**config.mk**
```make
export PLATFORM = sky130hd
export DESIGN_NAME = serial_subtractor
export DESIGN_NICKNAME = d
export VERILOG_FILES = /design/src/rtl/arith_pkg.sv /design/src/rtl/full_subtractor.sv /design/src/rtl/serial_subtractor.sv
export SDC_FILE = /design/constraint.sdc
export NUM_CORES = 1
export LEC_CHECK = 0
export ABC_AREA = 0
export ABC_CLOCK_PERIOD_IN_PS = 2680
export BUFFER_PORTS_ARGS = -buffer_cell sky130_fd_sc_hd__clkbuf_2
export CORE_MARGIN = 2
export CORE_UTILIZATION = 55
export CTS_CLUSTER_DIAMETER = 50
export CTS_CLUSTER_SIZE = 16
export DETAILED_ROUTE_END_ITERATION = 6
export PLACE_DENSITY = 0.78
export SYNTH_ARGS = -nofsm -noshare
export SYNTH_HDL_FRONTEND = slang
export SYNTH_SLANG_ARGS = --single-unit
```
**constraint.sdc**
```tcl
create_clock -name clk -period 2.68 [get_ports clk]
set_clock_uncertainty 0.15 [all_clocks]
set_input_delay 0.268 -clock clk [delete_from_list [all_inputs] [get_ports clk]]
set_output_delay 0.268 -clock clk [all_outputs]
set_load 0.02 [all_outputs]
```
**src/rtl/arith_pkg.sv**
```systemverilog
// Shared arithmetic definitions for the bit-serial datapath blocks.
//   sub_state_t   : control states of the serial subtractor
//   DEFAULT_WIDTH : operand width used when a block is not overridden
package arith_pkg;

  typedef enum logic [1:0] {
    IDLE  = 2'd0,
    SHIFT = 2'd1,
    DONE  = 2'd2
  } sub_state_t;

  localparam int DEFAULT_WIDTH = 8;

endpackage

```
**src/rtl/full_subtractor.sv**
```systemverilog
// Single-bit full subtractor: computes a - b - bin.
// Ports:
//   a, b  : operand bits
//   bin   : borrow in
//   d     : difference bit
//   bout  : borrow out
module full_subtractor (
  input  logic a,
  input  logic b,
  input  logic bin,
  output logic d,
  output logic bout
);

  assign d    = a ^ b ^ bin;
  // Borrow when b exceeds a, or when a and b are equal and a borrow is pending.
  assign bout = (~a & b) | (~(a ^ b) & bin);

endmodule

```
**src/rtl/serial_subtractor.sv**
```systemverilog
// Bit-serial unsigned subtractor: diff = a - b (mod 2^WIDTH), one bit per
// cycle, LSB first, through a single full-subtractor cell and a borrow flop.
// Ports:
//   clk, rst    : clock and synchronous active-high reset
//   start, a, b : request and operands, sampled only in IDLE
//   busy        : high while SHIFT or DONE
//   done        : one-cycle pulse, result valid
//   diff        : result, held until the next completed operation
//   borrow_out  : 1 iff a < b
//
// state | meaning
// IDLE  | waiting for start; diff/borrow_out hold the last result
// SHIFT | one bit processed per cycle, WIDTH cycles
// DONE  | done pulse; result registers updated on entry
module serial_subtractor
  import arith_pkg::*;
#(
  parameter int WIDTH = DEFAULT_WIDTH
) (
  input  logic             clk,
  input  logic             rst,
  input  logic             start,
  input  logic [WIDTH-1:0] a,
  input  logic [WIDTH-1:0] b,
  output logic             busy,
  output logic             done,
  output logic [WIDTH-1:0] diff,
  output logic             borrow_out
);

  localparam int CW = $clog2(WIDTH) + 1;
  localparam logic [CW-1:0] LAST_BIT = CW'(WIDTH - 1);

  sub_state_t       state;
  logic [WIDTH-1:0] ra;
  logic [WIDTH-1:0] rb;
  logic [WIDTH-1:0] rd;
  logic             bin;
  logic [CW-1:0]    cnt;

  logic             cell_d;
  logic             cell_bo;
  logic [WIDTH-1:0] rd_next;

  full_subtractor u_cell (
    .a    (ra[0]),
    .b    (rb[0]),
    .bin  (bin),
    .d    (cell_d),
    .bout (cell_bo)
  );

  // New difference bit enters at the MSB so that after WIDTH shifts
  // bit 0 of the result sits at rd[0].
  assign rd_next = {cell_d, rd[WIDTH-1:1]};

  always_ff @(posedge clk) begin
    if (rst) begin
      state      <= IDLE;
      ra         <= '0;
      rb         <= '0;
      rd         <= '0;
      bin        <= 1'b0;
      cnt        <= '0;
      busy       <= 1'b0;
      done       <= 1'b0;
      diff       <= '0;
      borrow_out <= 1'b0;
    end else begin
      case (state)
        IDLE: begin
          done <= 1'b0;
          if (start) begin
            ra    <= a;
            rb    <= b;
            bin   <= 1'b0;
            cnt   <= '0;
            busy  <= 1'b1;
            state <= SHIFT;
          end
        end

        SHIFT: begin
          ra  <= {1'b0, ra[WIDTH-1:1]};
          rb  <= {1'b0, rb[WIDTH-1:1]};
          rd  <= rd_next;
          bin <= cell_bo;
          cnt <= cnt + 1'b1;
          if (cnt == LAST_BIT) begin
            // Publish the result on the same edge that latches the final bit,
            // so diff/borrow_out are valid for the whole DONE cycle.
            diff       <= rd_next;
            borrow_out <= cell_bo;
            done       <= 1'b1;
            state      <= DONE;
          end
        end

        DONE: begin
          done  <= 1'b0;
          busy  <= 1'b0;
          state <= IDLE;
        end

        default: begin
          done  <= 1'b0;
          busy  <= 1'b0;
          state <= IDLE;
        end
      endcase
    end
  end

endmodule
```
==> metrics.txt, run 1 <==
Leakage Power=0.799 nW; number of placement rows=20; clock latency of the later-clocked register in the worst-skew pair=0.34 ns; die boundary height=60.6 um; Worst Setup Start Kind=flop; critical path endpoint category=flop; buffering stage count on the worst path with inverters included=1; CTS tree=yes; Max-Slew Margin vs Limit=54.7%; worst-path cell chain=nor2b_2, buf_12, a21oi_1, a221oi_1; Post-Synthesis Mean Instance Area=8.88 um^2; critical-path cell with the highest stage delay=sky130_fd_sc_hd__dfxtp_1; number of antenna violations at the first check in global routing=0; initial standard-cell utilization of the core=57.6%; most instantiated flip-flop cell in the synthesis netlist=sky130_fd_sc_hd__dfxtp_1; time the final worst path needs with I/O delays and setup=roughly 1.9 ns; Max clock buf depth=2; total length of routed met3 wires=129 um; cell class contributing the biggest share of worst-path delay=flip-flops; startpoint-to-endpoint class of the critical path=reg -> reg; worst voltage drop across the vdd grid=0.445 mV; result of the run=completed; Seq/Total Area, Yosys=46.7%; vias in the first global route=1297; share of synthesized registers carrying an async set or reset=0%; most common cell in the netlist=sky130_fd_sc_hd__dfxtp_1; Clock Tree Root=sky130_fd_sc_hd__clkbuf_4; area fraction of the dominant cell type after synthesis=46.7%; overall global routing resource usage=20.9%; sum of overflow across all layers after global routing=0; net count after synthesis=about 220; Util after Layout=between 60% and 70%; 1st-pass router iterations=4; area of the die=approximately 3700 um^2; DRT antenna net count=0; fraction of final layout cells with drive strength greater than 1=about a quarter; final hold violation count=0; synthesis-to-finish area growth=18.1%; placer congestion estimate=0.750; most area-hungry cell type in the Yosys netlist=sky130_fd_sc_hd__dfxtp_1; number of warnings reported in the yosys synthesis log=0; CTS buffer count=5; deepest level of the CTS H-tree=2; placeable core region=3050 um^2; CTS sink cnt=41; arrival time at the worst endpoint=2.01 ns; setup TNS=0 ns; routed metal-1 wirelength=1.73 mm; Max Freq=between 500 and 600 MHz; placed standard-cell area=1880 um^2; IO Pins=30; Netlist Area Pre-Place=1760 um^2; RSZ-0062 raised after global routing=no; hpwl dp=2.14 mm; average vias per placed instance=roughly 5.3; fin crit share=71.6%; count of endpoints failing setup in the final report=0; top metal layer carrying routed signals=met4; synth unique cells=31; finished layout cell area=2080 um^2; Routed met2 length=1.64 mm; routed length per instance=12.8 um; count of port buffers added during placement=29; Crit path largest cell delay=0.60 ns; crit path max fanout=25; final net count=252; max-slew violation total from the final report=0; number of max-cap violations=0; Detailed Route Iter0 Violations=31; power density over the cells=587 nW/um^2; DRC viols=0; instance count of the mapped netlist=198; Die Width=60.6 um; total power draw=around 1.2 mW; Via Count=1476; Ant. Diodes=0; clock-pin slew reported for the worst setup and hold paths after clock tree synthesis=0.11 ns; largest net degree at the start of global routing=34; actual transition at the worst max-transition pin=0.680 ns; Post-synth EDFFs=0; class of the most critical hold timing path=in -> reg; Total Wirelength=between 3 and 4 mm; fin cells=between 200 and 300; number of buffers inserted to repair setup after CTS=0; first-pass GRT wire length=5.70 mm; placed cell count=257; total of flip-flops plus latches after synthesis=~40; commonest cells in the netlist=sky130_fd_sc_hd__dfxtp_1, sky130_fd_sc_hd__a21oi_1, sky130_fd_sc_hd__nand2_1; required arrival time at the worst endpoint=2.77 ns; top area cells in the synthesized netlist=sky130_fd_sc_hd__dfxtp_1, sky130_fd_sc_hd__a211oi_2, sky130_fd_sc_hd__a21oi_1
-- where the power goes --
part	internal (mW)	total (mW)	leakage, nW	switching, mW
combinational	0.0656	0.151	0.418	0.0858
clock	0.223	0.415	0.0455	0.192
sequential	0.636	0.654	0.335	0.0187
total	0.924	1.22	0.799	0.297
-- state kept, by name, summed over array words and instances, names as in the netlist --
name and count:
bin 1, borrow_out 1, busy 1, cnt 4
diff 8, done 1, ra 8, rb 8
rd 7, state 2
-- final cells by class --
cell class                      instances  area, um^2
Clock buffer                            7        55.1
Clock inverter                          1        30.0
Fill cell                             267         975
Inverter                                3        11.3
Multi-Input combinational cell        138         823
Sequential cell                        41         821
Tap cell                               44        55.1
Timing Repair Buffer                   42         283
-- cells in the final DEF, fill, tap and decap left out, drive strengths merged, types with 2 or more instances in the layout --
| cell type | instances |
|---|---|
| dfxtp | 41 |
| nand2 | 32 |
| nor2 | 20 |
| nor3 | 3 |
| dlygate4sd3 | 11 |
| nand3 | 10 |
| a211oi | 14 |
| clkbuf | 36 |
| o21ai | 8 |
| inv | 3 |
| buf | 2 |
| a22oi | 3 |
| a21oi | 32 |
-- worst register-to-register path: cells and delay by family (launching register included) --
| family | cells | cell delay [ns] |
|---|---|---|
| flops | 1 | 0.60 |
| simple gates | 1 | 0.50 |
| compound gates | 2 | 0.37 |
| buf+inv | 1 | 0.22 |
-- repair_timing --
action                                  in CTS  in global routing
hold buffers                                 6                  5
endpoints found under the hold margin        6                  5
endpoints found under the setup margin       0                  0
resized for setup                            0                  0
-- cells by family (layout without fill, tap and decap cells) --
logic type,Yosys count,count (layout),share of synthesized area (%)
AO/OA/AOI/OAI,65,65,27.2
adder cells (fa/ha/maj),2,2,1.85
buffers and inverters,19,53,6.69
flip-flops,41,41,46.7
AND/OR/NAND/NOR,71,71,17.6
-- final timing paths --
path / startpoint / end / slack, ns / cells past startpoint
max: state[0] / rb[0] / 0.76 / 4
min: a[6] / ra[6] / 0.01 / 3
max reg2reg: state[0] / rb[0] / 0.76 / 4
min reg2reg: rd[3] / rd[2] / 0.32 / 2
-- stage by stage --
step / hold WS [ns] / setup WS (ns)
6_report: 0.0122 / 0.761
5_1_grt: 0.00290 / 0.670
4_1_cts: 0.00232 / 0.769
3_5_place_dp: 0.310 / 0.807
3_3_place_gp: 0.294 / 0.859
2_1_floorplan: 0.208 / 1.32
-- per-layer routing --
metal	vias up	global-route usage (%)
met1	676	27.4
met3	4	6.40
met5	-	0
li1	763	-
met2	33	32.8
met4	0	7.45
Note: power is estimated with default switching activity, not from simulation.
==> inputs of run 2 (changes only) <==
ABC_CLOCK_PERIOD_IN_PS = 1700   (was 2680)
CORE_UTILIZATION = 49   (was 55)
PLACE_DENSITY = 0.74   (was 0.78)
clock period = 1.7 ns   (was 2.68 ns; I/O delays follow)
==> run 2 against run 1 <==
- first-iteration DRC count up 120%
- fmax up 21%
- sequential power up 57%
- sequential cell count did not move
- critical path depth unchanged
- largest cell class unchanged
==> metrics.txt, run 2 (synthesized netlist as in run 1, its figures left out) <==
CTS tree=yes (unchanged); biggest registers after layout=diff x8, ra x8, rb x8 (unchanged); power dissipated by switching net loads=495 uW (was 297 uW); first-pass GRT wire length=6.35 mm (was 5.70 mm); Max-Slew Margin vs Limit=58.3% (was 54.7%); largest net degree at the start of global routing=28 (was 34); Total Wirelength=3.68 mm (was 3.52 mm); clock-pin slew reported for the worst setup and hold paths after clock tree synthesis=0.13 ns (was 0.11 ns); Detailed Route Iter0 Violations=69 (was 31); most frequent standard cell in the layout excluding fill and tap cells=sky130_fd_sc_hd__dfxtp_1 (unchanged); Leakage Power=0.853 nW (was 0.799 nW); worst voltage drop across the vdd grid=0.436 mV (was 0.445 mV); Clock Tree Root=sky130_fd_sc_hd__clkbuf_4 (unchanged); number of antenna violations at the first check in global routing=0 (unchanged); setup TNS=0 ns (unchanged); fin crit share=93.1% (was 71.6%); area of the die=4090 um^2 (was 3670 um^2); required arrival time at the worst endpoint=1.82 ns (was 2.77 ns); synthesis-to-finish area growth=24.0% (was 18.1%); hold path startpoint=rst (was a[6]); CTS sink cnt=41 (unchanged); fraction of final layout cells with drive strength greater than 1=27.5% (was 24.1%); die boundary height=63.9 um (was 60.6 um); net switching fraction of the power=27.8% (was 24.3%); Die Width=63.9 um (was 60.6 um); 1st-pass router iterations=5 (was 4); cell class contributing the biggest share of worst-path delay=flip-flops (unchanged); max-slew violation total from the final report=0 (unchanged); number of placement rows=21 (was 20); overall global routing resource usage=19.6% (was 20.9%); critical-path cell with the highest stage delay=sky130_fd_sc_hd__dfxtp_1 (unchanged); class of the most critical hold timing path=in -> reg (unchanged); clock power share=26.9% (was 34.0%); crit path max fanout=12 (was 25); result of the run=completed (unchanged); routed length per instance=12.6 um (was 12.8 um); final hold violation count=0 (unchanged); vias in the first global route=1456 (was 1297); placer congestion estimate=0.791 (was 0.750); buffering stage count on the worst path with inverters included=0 (was 1); count of endpoints failing setup in the final report=0 (unchanged); Max Freq=632 MHz (was 521 MHz); clock latency of the later-clocked register in the worst-skew pair=0.35 ns (was 0.34 ns); part of the total power dissipated in combinational logic=15.3% (was 12.4%); DRC viols=0 (unchanged); Ant. Diodes=0 (unchanged); power density over the cells=818 nW/um^2 (was 587 nW/um^2); DRT antenna net count=0 (unchanged); Via Count=1540 (was 1476); CTS buffer count=5 (unchanged); count of port buffers added during placement=29 (unchanged); final net count=267 (was 252); arrival time at the worst endpoint=1.70 ns (was 2.01 ns); time the final worst path needs with I/O delays and setup=1.58 ns (was 1.92 ns); Worst Setup Start Kind=flop (unchanged); worst-path cell chain=ha_1, and3b_2, a21oi_1, a311oi_1 (was nor2b_2, buf_12, a21oi_1, a221oi_1); initial standard-cell utilization of the core=51.9% (was 57.6%); commonest non-fill, non-tap cells in the layout=sky130_fd_sc_hd__dfxtp_1, sky130_fd_sc_hd__a21oi_1, sky130_fd_sc_hd__nand2_1 (unchanged); fin cells=293 (was 276); startpoint of the most critical register-to-register path=cnt[0] (was state[0]); number of buffers inserted to repair setup after CTS=0 (unchanged); average vias per placed instance=5.26 (was 5.35); sum of overflow across all layers after global routing=0 (unchanged); Max clock buf depth=2 (unchanged); number of max-cap violations=0 (unchanged); placeable core region=3390 um^2 (was 3050 um^2); hpwl dp=2.34 mm (was 2.14 mm); deepest level of the CTS H-tree=2 (unchanged); placed cell count=268 (was 257); startpoint-to-endpoint class of the critical path=reg -> reg (unchanged); actual transition at the worst max-transition pin=0.626 ns (was 0.680 ns); critical path endpoint category=flop (unchanged); relative contribution of sequential cells to total power=57.8% (was 53.6%); cell depth of the worst hold path=2 (was 3); internal power contribution=1.29 mW (was 924 uW); IO Pins=30 (unchanged); Crit path largest cell delay=0.42 ns (was 0.60 ns); number of cells traversed by the worst register-to-register path=4 (unchanged); number of stages on the worst setup path=4 (unchanged); crit path launch=cnt[0] (was state[0])
[run 2: cell types whose count changed in the layout (fill, tap and decap cells not counted)]
cell                            before  now
sky130_fd_sc_hd__clkbuf_8            1    0
sky130_fd_sc_hd__dfxtp_1            41   40
sky130_fd_sc_hd__clkbuf_1            1    0
sky130_fd_sc_hd__bufinv_16           1    0
sky130_fd_sc_hd__and3b_2             0    1
sky130_fd_sc_hd__clkinvlp_4          0    1
sky130_fd_sc_hd__dfxtp_2             0    1
sky130_fd_sc_hd__dlygate4sd3_1      11   17
sky130_fd_sc_hd__clkinv_2            0    2
sky130_fd_sc_hd__buf_4               1   10
sky130_fd_sc_hd__and3b_1             1    0
[run 2: metal layers]
layer,global-route usage (%),routed length [um],up-vias,part of all wire (%)
li1,-,-,787,-
met1,24.4,1800,720,49
met2,32.9,1710,31,46
met3,5.28,155,2,4.2
met4,5.71,17,0,0.46
met5,0,0,-,0
[run 2: timing repair]
item / in CTS / in global routing
hold endpoints to repair: 17 / 0
gates resized for setup: 1 / 1
endpoints found under the setup margin: 1 / 1
hold buffers: 17 / 0
[run 2: power by group through the flow]
stage          registers, mW  logic, mW  clock network (mW)
2_1_floorplan           1.04      0.182                   0
3_3_place_gp            1.05      0.237                   0
3_5_place_dp            1.05      0.240                   0
4_1_cts                 1.03      0.271               0.494
5_1_grt                 1.04      0.302               0.536
6_report                1.03      0.273               0.479
[run 2: cell type report]
type,count,area (um^2)
clock buffer,5,37.5
clock inverter,3,17.5
fill,298,1210
inverter,3,11.3
multi-input combinational,138,825
sequential,41,822
tap,46,57.6
timing repair buffer,57,410
[run 2: through the flow]
step	util [%]	setup WS [ns]	area (um^2)	power (mW)	hold slack, ns
floorplan	-	0.342	1760	1.23	0.110
global placement	57.6	0.110	1950	1.29	0.265
detailed placement	57.6	0.0476	1950	1.29	0.267
CTS	64.3	0.0959	2180	1.80	0.229
global route	64.3	-0.00209	2180	1.88	0.263
finish	64.3	0.117	2180	1.78	0.246
[run 2: final timing paths]
check,end,slack [ns]
worst max-delay path,borrow_out,0.12
worst min-delay path,cnt[0],0.25
worst max register to register,borrow_out,0.12
worst min register to register,rd[1],0.32
==> inputs of run 3 (changes only) <==
CORE_ASPECT_RATIO = 0.75   (was not set)
==> run 3 against run 2 <==
- sequential power is essentially flat
- wire length up 3.2%
- die area up 0.11%
- fmax rose by 4.4%
- cell area up 1.1%
- sequential share of layout area shrank 0.46 points
- clock power rose by 33%
- combinational power barely moved
==> metrics.txt, run 3 (synthesized netlist as in run 1, its figures left out) <==
Max Freq=659 MHz (was 632 MHz); RSZ-0062 raised after global routing=no; Ant. Diodes=0 (unchanged); vias in the first global route=1423 (was 1456); critical path endpoint category=flop (unchanged); final net count=267 (unchanged); result of the run=completed (unchanged); worst setup margin=0.183 ns (was 0.117 ns); count of port buffers added during placement=29 (unchanged); power density over the cells=878 nW/um^2 (was 818 nW/um^2); IO Pins=30 (unchanged); relative contribution of sequential cells to total power=53.0% (was 57.8%); busiest grt layer=met1 (was met2); Leakage Power=0.866 nW (was 0.853 nW); part of the total power dissipated in combinational logic=14.0% (was 15.3%); arrival time at the worst endpoint=1.55 ns (was 1.70 ns); placer congestion estimate=0.777 (was 0.791); Die Width=73.2 um (was 63.9 um); number of antenna violations at the first check in global routing=0 (unchanged); max-slew violation total from the final report=0 (unchanged); buffering stage count on the worst path with inverters included=0 (unchanged); DRC viols=0 (unchanged); met1 routing resource usage after global routing=29.5% (was 24.4%); routed length per instance=13.3 um (was 12.6 um); net switching fraction of the power=25.2% (was 27.8%); hold path startpoint=start (was rst); Global Route met3 Usage=8.51% (was 5.28%); placement-stage worst setup slack=0.0434 ns (was 0.0476 ns); setup TNS=0 ns (unchanged); CTS sink cnt=41 (unchanged); hpwl dp=2.47 mm (was 2.34 mm); final hold violation count=0 (unchanged); Via Count=1528 (was 1540); biggest registers after layout=diff x8, ra x8, rb x8 (unchanged); class of the most critical hold timing path=in -> reg (unchanged); placeable core region=3360 um^2 (was 3390 um^2); initial standard-cell utilization of the core=52.4% (was 51.9%); Max clock buf depth=2 (unchanged); internal power contribution=1.45 mW (was 1.29 mW); number of filler cells placed in the layout=279 (was 298); clock-pin slew reported for the worst setup and hold paths after clock tree synthesis=0.07 ns (was 0.13 ns); cell class contributing the biggest share of worst-path delay=compound AO/OA/AOI/OAI gates (was flip-flops); fin crit share=89.2% (was 93.1%); critical-path cell with the highest stage delay=sky130_fd_sc_hd__a2111oi_0 (was sky130_fd_sc_hd__dfxtp_1); deepest level of the CTS H-tree=2 (unchanged); fraction of final layout cells with drive strength greater than 1=27.2% (was 27.5%); Detailed Route Iter0 Violations=126 (was 69); overall global routing resource usage=20.4% (was 19.6%); area of the die=4090 um^2 (about the same); Worst Setup Start Kind=flop (unchanged); worst voltage drop across the vdd grid=0.591 mV (was 0.436 mV); crit path max fanout=12 (unchanged); average vias per placed instance=5.34 (was 5.26); Crit path largest cell delay=0.37 ns (was 0.42 ns); count of endpoints failing setup in the final report=0 (unchanged); worst-path cell chain=ha_1, and3b_2, a2111oi_0 (was ha_1, and3b_2, a21oi_1, a311oi_1); synthesis-to-finish area growth=25.3% (was 24.0%); DRT antenna net count=0 (unchanged); CTS tree=yes (unchanged); power dissipated by switching net loads=488 uW (was 495 uW); die boundary height=55.9 um (was 63.9 um); 1st-pass router iterations=4 (was 5); Total Wirelength=3.80 mm (was 3.68 mm); most frequent standard cell in the layout excluding fill and tap cells=sky130_fd_sc_hd__dfxtp_1 (unchanged); Sequential cell area=821 um^2 (was 822 um^2); sum of overflow across all layers after global routing=0 (unchanged); Util after Layout=65.7% (was 64.3%); actual transition at the worst max-transition pin=0.388 ns (was 0.626 ns); largest net degree at the start of global routing=23 (was 28); first-pass GRT wire length=6.53 mm (was 6.35 mm); time the final worst path needs with I/O delays and setup=1.52 ns (was 1.58 ns); commonest non-fill, non-tap cells in the layout=sky130_fd_sc_hd__dfxtp_1, sky130_fd_sc_hd__a21oi_1, sky130_fd_sc_hd__nand2_1 (unchanged); Min Hold Slack=0.0570 ns (was 0.246 ns); placed standard-cell area=1940 um^2 (was 1950 um^2); clock latency of the later-clocked register in the worst-skew pair=0.29 ns (was 0.35 ns); finished layout cell area=2200 um^2 (was 2180 um^2); startpoint-to-endpoint class of the critical path=reg -> reg (unchanged); crit path launch=cnt[0] (unchanged); required arrival time at the worst endpoint=1.73 ns (was 1.82 ns); Max-Slew Margin vs Limit=74.1% (was 58.3%); number of max-cap violations=0 (unchanged); met2 usage=28.6% (was 32.9%); startpoint of the most critical register-to-register path=cnt[0] (unchanged); clock power share=33.0% (was 26.9%); Clock Tree Root=sky130_fd_sc_hd__clkbuf_8 (was sky130_fd_sc_hd__clkbuf_4); area of the multi-input gates=825 um^2 (unchanged); number of placement rows=18 (was 21); CTS buffer count=5 (unchanged)
[run 3: layer usage]
metal	routed length [um]	up-vias
met4	32	0
met1	1890	701
li1	-	787
met3	237	4
met2	1640	36
met5	0	-
[run 3: path summary, 6_finish.rpt]
kind / endpoint / depth (start not counted) / slack, ns
hold reg to reg: rd[1] / 2 / 0.32
setup / recovery: state[0] / 3 / 0.18
setup reg to reg: state[0] / 3 / 0.18
hold / removal: state[0] / 3 / 0.06
[run 3: worst min-delay path, delay by kind of cell]
kind                   cells  cell delay [ns]
buffers and inverters      1             0.13
AND/OR/NAND/NOR            1             0.09
AO/OA/AOI/OAI              1             0.06
[run 3: per-stage QoR]
step | total power, mW | instances
after floorplan | 1.23 | 198
after global placement | 1.28 | 261
after detailed placement | 1.29 | 261
after CTS | 1.95 | 284
after global routing | 2.03 | 286
final | 1.94 | 286
[run 3: cell type report]
type	count	area share, %
well taps	40	2.27
inverters	3	0.511
clock buffers	6	3.75
flip-flops and latches	41	37.2
repair buffers	57	18.5
multi-input cells	138	37.4
clock inverters	1	0.341
[run 3: timing repair]
action                                  CTS  global route
endpoints found under the setup margin    0            10
buffers inserted                          0             2
resized for setup                         0             1
hold endpoints to repair                 16             0
hold buffers                             16             0
[run 3: power groups by stage]
stage	clock [mW]	sequential (mW)	combinational (mW)
finish	0.638	1.03	0.272
global route	0.694	1.03	0.302
CTS	0.651	1.02	0.272
detailed placement	0	1.05	0.242
global placement	0	1.05	0.238
floorplan	0	1.04	0.182
